===== config.mk =====
export PLATFORM = sky130hd
export DESIGN_NAME = sound_mixer
export DESIGN_NICKNAME = d
export VERILOG_FILES = /design/src/rtl/sound_mixer.sv
export SDC_FILE = /design/constraint.sdc
export NUM_CORES = 1
export LEC_CHECK = 0
export BUFFER_PORTS_ARGS = -buffer_cell sky130_fd_sc_hd__buf_2
export CAP_MARGIN = 20
export CORE_MARGIN = 1
export CORE_UTILIZATION = 45
export DETAILED_ROUTE_END_ITERATION = 12
export GPL_TIMING_DRIVEN = 0
export HOLD_SLACK_MARGIN = 0.08
export PLACE_DENSITY_LB_ADDON = 0.1
export SLEW_MARGIN = 20
export SYNTH_ARGS = -nofsm -noshare
export SYNTH_HDL_FRONTEND = slang
export SYNTH_SLANG_ARGS = --single-unit

===== constraint.sdc =====
create_clock -name I_BITCLK -period 6.11 [get_ports I_BITCLK]
set_input_delay 1.222 -clock I_BITCLK [delete_from_list [all_inputs] [get_ports I_BITCLK]]
set_output_delay 1.222 -clock I_BITCLK [all_outputs]
set_load 0.02 [all_outputs]

===== src/rtl/sound_mixer.sv =====
// Final audio mixer: routes four channel samples per NR51, sums them with a sequential
// accumulator, applies NR50 master volume with saturation, and emits one L/R pair per strobe.
module sound_mixer #(
  parameter int SYNC_STAGES = 3
) (
  input  logic        I_BITCLK,
  input  logic        I_RESET,
  input  logic        I_STROBE,
  input  logic [19:0] I_CH1_SAMPLE,
  input  logic [19:0] I_CH2_SAMPLE,
  input  logic [19:0] I_CH3_SAMPLE,
  input  logic [19:0] I_CH4_SAMPLE,
  input  logic [7:0]  I_NR51,
  input  logic [7:0]  I_NR50,
  input  logic        I_SOUND_EN,
  output logic [19:0] O_LEFT_SAMPLE,
  output logic [19:0] O_RIGHT_SAMPLE,
  output logic        O_SAMPLE_VALID
);

  typedef enum logic [2:0] {IDLE, ACC1, ACC2, ACC3, ACC4, SCALE, OUT} state_t;
  state_t state, state_nxt;

  logic [SYNC_STAGES-1:0][7:0] nr51_sync;
  logic [SYNC_STAGES-1:0][5:0] nr50_sync;
  logic [SYNC_STAGES-1:0]      en_sync;

  logic [3:0][19:0] ch_cap;
  logic [7:0]       nr51_snap;
  logic [2:0]       vol_l_snap, vol_r_snap;
  logic             en_snap;
  logic [21:0]      acc_l, acc_r;
  logic [19:0]      sat_l, sat_r;

  logic [1:0]  idx;
  logic [19:0] cur;
  logic [3:0]  l_mask, r_mask;
  logic [21:0] add_l, add_r;

  // VIN routing bits have no function in this mixer
  logic unused_vin;
  assign unused_vin = I_NR50[7] ^ I_NR50[3];

  always_ff @(posedge I_BITCLK) begin
    if (I_RESET) begin
      nr51_sync <= '0;
      nr50_sync <= '0;
      en_sync   <= '0;
    end else begin
      nr51_sync <= {nr51_sync[SYNC_STAGES-2:0], I_NR51};
      nr50_sync <= {nr50_sync[SYNC_STAGES-2:0], I_NR50[6:4], I_NR50[2:0]};
      en_sync   <= {en_sync[SYNC_STAGES-2:0], I_SOUND_EN};
    end
  end

  function automatic logic [19:0] scale_sat(input logic [21:0] acc, input logic [2:0] vol);
    logic signed [24:0] a, m, prod, res;
    a    = {{3{acc[21]}}, acc};
    m    = $signed({22'd0, vol}) + 25'sd1;
    prod = a * m;
    res  = prod >>> 3;
    if (res > 25'sd524287)
      return 20'h7FFFF;
    else if (res < -25'sd524288)
      return 20'h80000;
    else
      return res[19:0];
  endfunction

  always_ff @(posedge I_BITCLK) begin
    if (I_RESET) state <= IDLE;
    else         state <= state_nxt;
  end

  always_comb begin
    state_nxt = state;
    idx       = 2'd0;
    case (state)
      IDLE:  if (I_STROBE) state_nxt = ACC1;
      ACC1:  begin idx = 2'd0; state_nxt = ACC2; end
      ACC2:  begin idx = 2'd1; state_nxt = ACC3; end
      ACC3:  begin idx = 2'd2; state_nxt = ACC4; end
      ACC4:  begin idx = 2'd3; state_nxt = SCALE; end
      SCALE: state_nxt = OUT;
      OUT:   state_nxt = IDLE;
      default: state_nxt = IDLE;
    endcase
  end

  assign l_mask = nr51_snap[7:4];
  assign r_mask = nr51_snap[3:0];
  assign cur    = ch_cap[idx];
  assign add_l  = l_mask[idx] ? {{2{cur[19]}}, cur} : '0;
  assign add_r  = r_mask[idx] ? {{2{cur[19]}}, cur} : '0;

  always_ff @(posedge I_BITCLK) begin
    if (I_RESET) begin
      acc_l          <= '0;
      acc_r          <= '0;
      sat_l          <= '0;
      sat_r          <= '0;
      ch_cap         <= '0;
      nr51_snap      <= '0;
      vol_l_snap     <= '0;
      vol_r_snap     <= '0;
      en_snap        <= 1'b0;
      O_LEFT_SAMPLE  <= '0;
      O_RIGHT_SAMPLE <= '0;
      O_SAMPLE_VALID <= 1'b0;
    end else begin
      O_SAMPLE_VALID <= 1'b0;
      case (state)
        IDLE: if (I_STROBE) begin
          ch_cap     <= {I_CH4_SAMPLE, I_CH3_SAMPLE, I_CH2_SAMPLE, I_CH1_SAMPLE};
          nr51_snap  <= nr51_sync[SYNC_STAGES-1];
          vol_l_snap <= nr50_sync[SYNC_STAGES-1][5:3];
          vol_r_snap <= nr50_sync[SYNC_STAGES-1][2:0];
          en_snap    <= en_sync[SYNC_STAGES-1];
          acc_l      <= '0;
          acc_r      <= '0;
        end
        ACC1, ACC2, ACC3, ACC4: begin
          acc_l <= acc_l + add_l;
          acc_r <= acc_r + add_r;
        end
        SCALE: begin
          sat_l <= scale_sat(acc_l, vol_l_snap);
          sat_r <= scale_sat(acc_r, vol_r_snap);
        end
        OUT: begin
          O_LEFT_SAMPLE  <= en_snap ? sat_l : '0;
          O_RIGHT_SAMPLE <= en_snap ? sat_r : '0;
          O_SAMPLE_VALID <= 1'b1;
        end
        default: ;
      endcase
    end
  end

endmodule


# --- Yosys cells after proc, flatten, opt, wreduce, memory -nomap -nowiden ---
# Index checks and enable logic that the tools add are counted.
op_classes:
  addsub: 4
  n_mul: 2
  magnitude_cmp: 5
  n_eq_ne: 7
  n_mux: 21
  reduce_logical: 5
op_table:
  columns: ["cell", "count"]
  rows:
  - ["$mux 20", 7]
  - ["$pmux 22 s2", 2]
  - ["$mux 22", 3]
  - ["$mul 22x5->25", 2]
  - ["$add 22x22->22", 2]
  - ["$gt 22x20->1 const B", 2]
  - ["$lt 22x20->1 const B", 2]
  - ["$bmux 20 s2", 1]
  - ["$pmux 3 s6", 1]
  - ["$eq 3x3->1 const B", 3]
  - ["$add 3x1->4 const B", 2]
  - ["$eq 3x2->1 const B", 2]
  - ["$pmux 2 s3", 1]
  - ["$bmux 1 s2", 2]
  - ["$reduce_and 2->1", 2]
  - ["$reduce_or 4->1", 1]
  - ["$eq 3x1->1 const B", 1]
  - ["$logic_not 3->1", 1]
  - ["$lt 2x3->1 const B", 1]
  - ["$mux 1", 3]
  - ["$mux 3", 1]
  - ["$ne 2x2->1 const B", 1]
  - ["$reduce_bool 2->1", 1]
word_totals:
  reg_bits: 268
  in_bits: 100
  out_inout_bits: 41
  wordCells: 67

# --- Depth between registers and ports, before layout ---
depth:
  word_depth: 7
  mapped_depth: 21
  depth_no_buf: 18

# --- Least setup slack after synthesis ---
# OpenSTA, ideal clock, no wires.
synth_timing:
  path_type: "flip-flop to flip-flop"
  from: "register vol_l_snap[0]"
  to: "register sat_l[10]"
  setup_ps: 119
  arrival_time_ps: 4929
  required_ps: 5991
  slack_ps: 1062
  stages_incl_launch_ff: 21
  n_path_buf: 2
  synth_period_minus_slack_ps: 5048
  path_cell_list: "dfxtp_1 ha_1 xor2_1 clkbuf_1 and2_1 ha_1 fa_1 inv_1 fa_1 inv_1 ha_1 nor4_1 a21oi_1 a41oi_1 o221ai_1 a211oi_1 xor2_1 o21ai_1 a21oi_2 buf_4 a21oi_1"
synth_via:
  elab_chain_cells: 5
  elab_cells_between_ends: 6
  cone_classes: "add/sub: 1; mul: 1; order compare: 2; mux: 2"
synth_rtl:
  columns: ["element", "line", "rtl"]
  rows:
  - ["from (decl)", "30", "logic [2:0] vol_l_snap, vol_r_snap;"]
  - ["from (signal assigned)", "116", "vol_l_snap <= nr50_sync[SYNC_STAGES-1][5:3];"]
  - ["$add 3x1->4 *", "59", "m = $signed({22'd0, vol}) + 25'sd1;"]
  - ["$mul 22x5->25 *", "60", "prod = a * m;"]
  - ["$lt 22x20->1", "64", "else if (res < -25'sd524288)"]
  - ["$mux 20", "64", null]
  - ["$mux 20 *", "62", "if (res > 25'sd524287)"]
  - ["to (signal assigned)", "127", "sat_l <= scale_sat(acc_l, vol_l_snap);"]
  - ["to (decl)", "33", "logic [19:0] sat_l, sat_r;"]
# Every way passes the cells marked *; elsewhere a longest branch is shown, timed or not.
# A chain may end at the register's enable or synchronous reset.

# --- Worst setup path after layout ---
layout_timing:
  from: "register vol_l_snap[1]"
  to: "register sat_l[18]"
# Same word-level chain as after synthesis.

==> out/metrics.yaml <==
synth:
  syn_area_um2: 18100
  syn_inst: 2208
  synth_largest_area_cell: "dfxtp_1"
  seq_area_frac_synth_pct: 29.7
  synth.avg_cell_area_um2: 8.19
  ys.flop_type: "dfxtp_1"
  ys_ff_latch: 268
  async_flop_share_pct: 0
  synth.net_count: 2528
  yosysTopAreaCellShare_pct: 29.7
  synth_edf_count: 0
  yosysUniqueCellTypes: 67
  yosys_warnings: 0
  synth_most_common_cell: "nand2_1"
  yosys-top-cells-count: "296 x nand2_1, 268 x dfxtp_1, 204 x a21oi_1"
  ys_top_cells_by_area: "dfxtp_1 30%, fa_1 9.5%, ha_1 9.3%"
floorplan:
  core_area_um2: 39600
  io_pins: 141
  dieArea_um2: 41000
  fp-row-count: 73
  start_util_pct: 45.6
  die_h_um: 202
  die_w_um: 202
cells_and_area:
  final_cell_area_um2: 20500
  nets: 2702
  drive_above_1_share_pct: 9.23
  syn2layout_area_growth_pct: 13.6
setup_path:
  cp_num_cells: 20
  path_common_cell: "ha_1"
  crit_arrival_ps: 6240
  crit_path_max_fanout: 10
  cp-start-kind: "flop"
  worstPathRequired_ps: 6620
  reg2reg_to: "sat_l[18]"
  critPathTopFamily: "adder cells"
  path_cells: "ha_1, xor2_1, clkbuf_2, and2_1, ha_1, fa_1, inv_1, fa_1, inv_1, ha_1, a21oi_1, o211ai_1, a41oi_1, o221ai_1, a31oi_1, o21ai_0, xnor2_2, clkbuf_2, o21ai_0, a21oi_1"
  rrSetupSlack_ps: 380
  r2r-start: "vol_l_snap[1]"
  cpPeakStageDelay_ps: 530
  cp-end-kind: "flop"
  critPathKind: "flop to flop"
  critPathBufInv: 4
  reg2reg_depth: 20
  cp_slowest_cell: "fa_1"
global_routing:
  grt_usage_pct: 23.6
  grt_first_pass_wirelength_mm: 77.7
  grt_max_degree: 17
  overflow: 0
  antenna_found_initial: 0
  grt_pass1_vias: 14861
timing:
  finalSetupViolCount: 0
  holdWs_ps: 435
  tightest_slew_ps: 1000
  fin_crit_sh_pct: 93.8
  skew_ps: 25.1
  slew_headroom_pct: 32.6
  min_period_ps: 5730
  max_freq_mhz: 175
  finalHoldViolations: 0
  rsz0062_at_grt: "false"
  finalMaxSlewViolations: 0
placement:
  dp_hpwl_mm: 38.9
  dpl_cell_area_um2: 19400
  gp_congestion: 0.928
  io_buffers: 138
cts:
  htree_levels: 1
  worstSkewPairLatency_ps: 600
  cts_tree: "yes"
  clockBufferDepth: 3
  clkSinkCount: 268
  numCtsBuffers: 30
  cts_root_buffer: "clkbuf_16"
  clkTransAtPathRegs_ps: 60
worst_hold_path:
  min_path_cells: 1
  min_from: "nr50_sync[3]"
  hold_end: "nr50_sync[9]"
  hold_path.class: "flop to flop"
detailed_routing:
  vias: 15338
  wl_per_cell_um: 16.6
  highest_layer: "met4"
  dr.pass1.iters: 5
  wirelength_mm: 48.8
  routed-wl-met3_mm: 2.33
  post-route-drc-count: 0
  wl_met1_mm: 23.2
  postRouteAntennaNets: 0
  drt-initial-drc-count: 659
  met2_length_mm: 22.1
  vias_per_cell: 5.23
outcome:
  outcome: "finished, final reports clean"
power:
  p_per_area_nw_per_um2: 204
  irDropWorstVdd_mv: 0.204
  p_leak_nw: 9.22
job:
  max_cap_viol_count: 0
cells by family after synthesis:
kind of cell / after synthesis / share of synthesized area (%)
AND/OR/NAND/NOR: 765 / 20.6
AO/OA/AOI/OAI: 553 / 19.5
buffers and inverters: 301 / 6.33
flip-flops: 268 / 29.7
adder cells (fa/ha/maj): 220 / 18.8
XOR/XNOR: 82 / 3.97
multiplexers: 19 / 1.05
cell type report:
class                           count  area, um2
Antenna cell                        1       2.50
Buffer                            117        463
Clock buffer                       42        856
Clock inverter                     14        171
Fill cell                        3932      19100
Inverter                          184        691
Multi-Input combinational cell   1639      11600
Sequential cell                   268       5370
Tap cell                          525        657
Timing Repair Buffer              142        721
stage by stage:
stage | setup WS, ps | power, mW | TNS [ps] | utilization, % | cells
after floorplan | 1060 | 2.18 | 0 | - | 2208
after global placement | 44.7 | 2.36 | 0 | 49.0 | 2871
after detailed placement | -33.5 | 2.36 | -244 | 49.0 | 2871
after CTS | 0.878 | 4.22 | 0 | 51.6 | 2927
after global routing | 12.7 | 4.34 | 0 | 51.8 | 2931
final | 380 | 4.19 | 0 | 51.8 | 2932
worst reg2reg max path: stages, from the launching register on:
cell and delay (ps):
dfxtp_1 490, ha_1 270, xor2_1 270, clkbuf_2 260, and2_1 160, ha_1 250
fa_1 530, inv_1 50, fa_1 530, inv_1 40, ha_1 340, a21oi_1 260
o211ai_1 180, a41oi_1 390, o221ai_1 260, a31oi_1 290, o21ai_0 230, xnor2_2 280
clkbuf_2 270, o21ai_0 130, a21oi_1 160
worst max path at each step:
stage / startpoint / to / slack (ps)
final: vol_l_snap[1] / sat_l[18] / 380
after global routing: vol_l_snap[1] / sat_l[17] / 10
after CTS: vol_l_snap[1] / sat_l[18] / 0.9
after detailed placement: vol_r_snap[0] / sat_r[8] / -30
after global placement: vol_l_snap[0] / sat_l[16] / 40
after floorplan: vol_l_snap[0] / sat_l[10] / 1060
sequential cells by signal (all words and copies together), names as in the netlist:
name and count:
O_LEFT_SAMPLE 20, state 3, sat_r 20, en_sync 3, sat_l 20, nr50_sync 18
nr51_snap 8, O_RIGHT_SAMPLE 20, nr51_sync 24, ch_cap 80, vol_r_snap 3, vol_l_snap 3
acc_r 22, acc_l 22, O_SAMPLE_VALID 1, en_snap 1
timing repair:
action                     4_1_cts  5_1_grt
setup endpoints to repair       20       39
pin swaps                        0        4
resized for setup                2       17
setup buffers                    0        4
hold buffers                     0        0
routing by layer:
metal  GRT usage [%]  up-vias
li1                -     7808
met1            31.9     7138
met2            39.3      315
met3            3.42       77
met4            5.99        0
met5               0        -
layout by cell type, fill, tap and decap left out, drive strengths merged, types with 5 or more instances in the layout:
master / instances
nand2: 296
dfxtp: 268
a21oi: 206
inv: 187
buf: 153
clkbuf: 148
ha: 134
and2: 130
nor2: 115
o21ai: 112
nor2b: 88
fa: 86
xnor2: 54
a22o: 45
nand2b: 44
nor3: 32
a22oi: 30
xor2: 28
a21o: 24
a31oi: 22
a211oi: 22
nand3: 20
mux2i: 19
o221ai: 10
and3: 10
o21a: 10
o21bai: 9
o22ai: 8
a32o: 8
o211ai: 7
o31ai: 6
or3: 6
a2111oi: 6
clkinv: 6
nand3b: 5
report_power, final:
group / internal (mW) / total, mW / switching [mW] / leakage, nW
clock: 1.07 / 1.86 / 0.789 / 0.494
combinational: 0.154 / 0.476 / 0.322 / 6.54
sequential: 1.81 / 1.85 / 0.0439 / 2.18
total: 3.04 / 4.19 / 1.15 / 9.22
(Power assumes the default switching activity.)
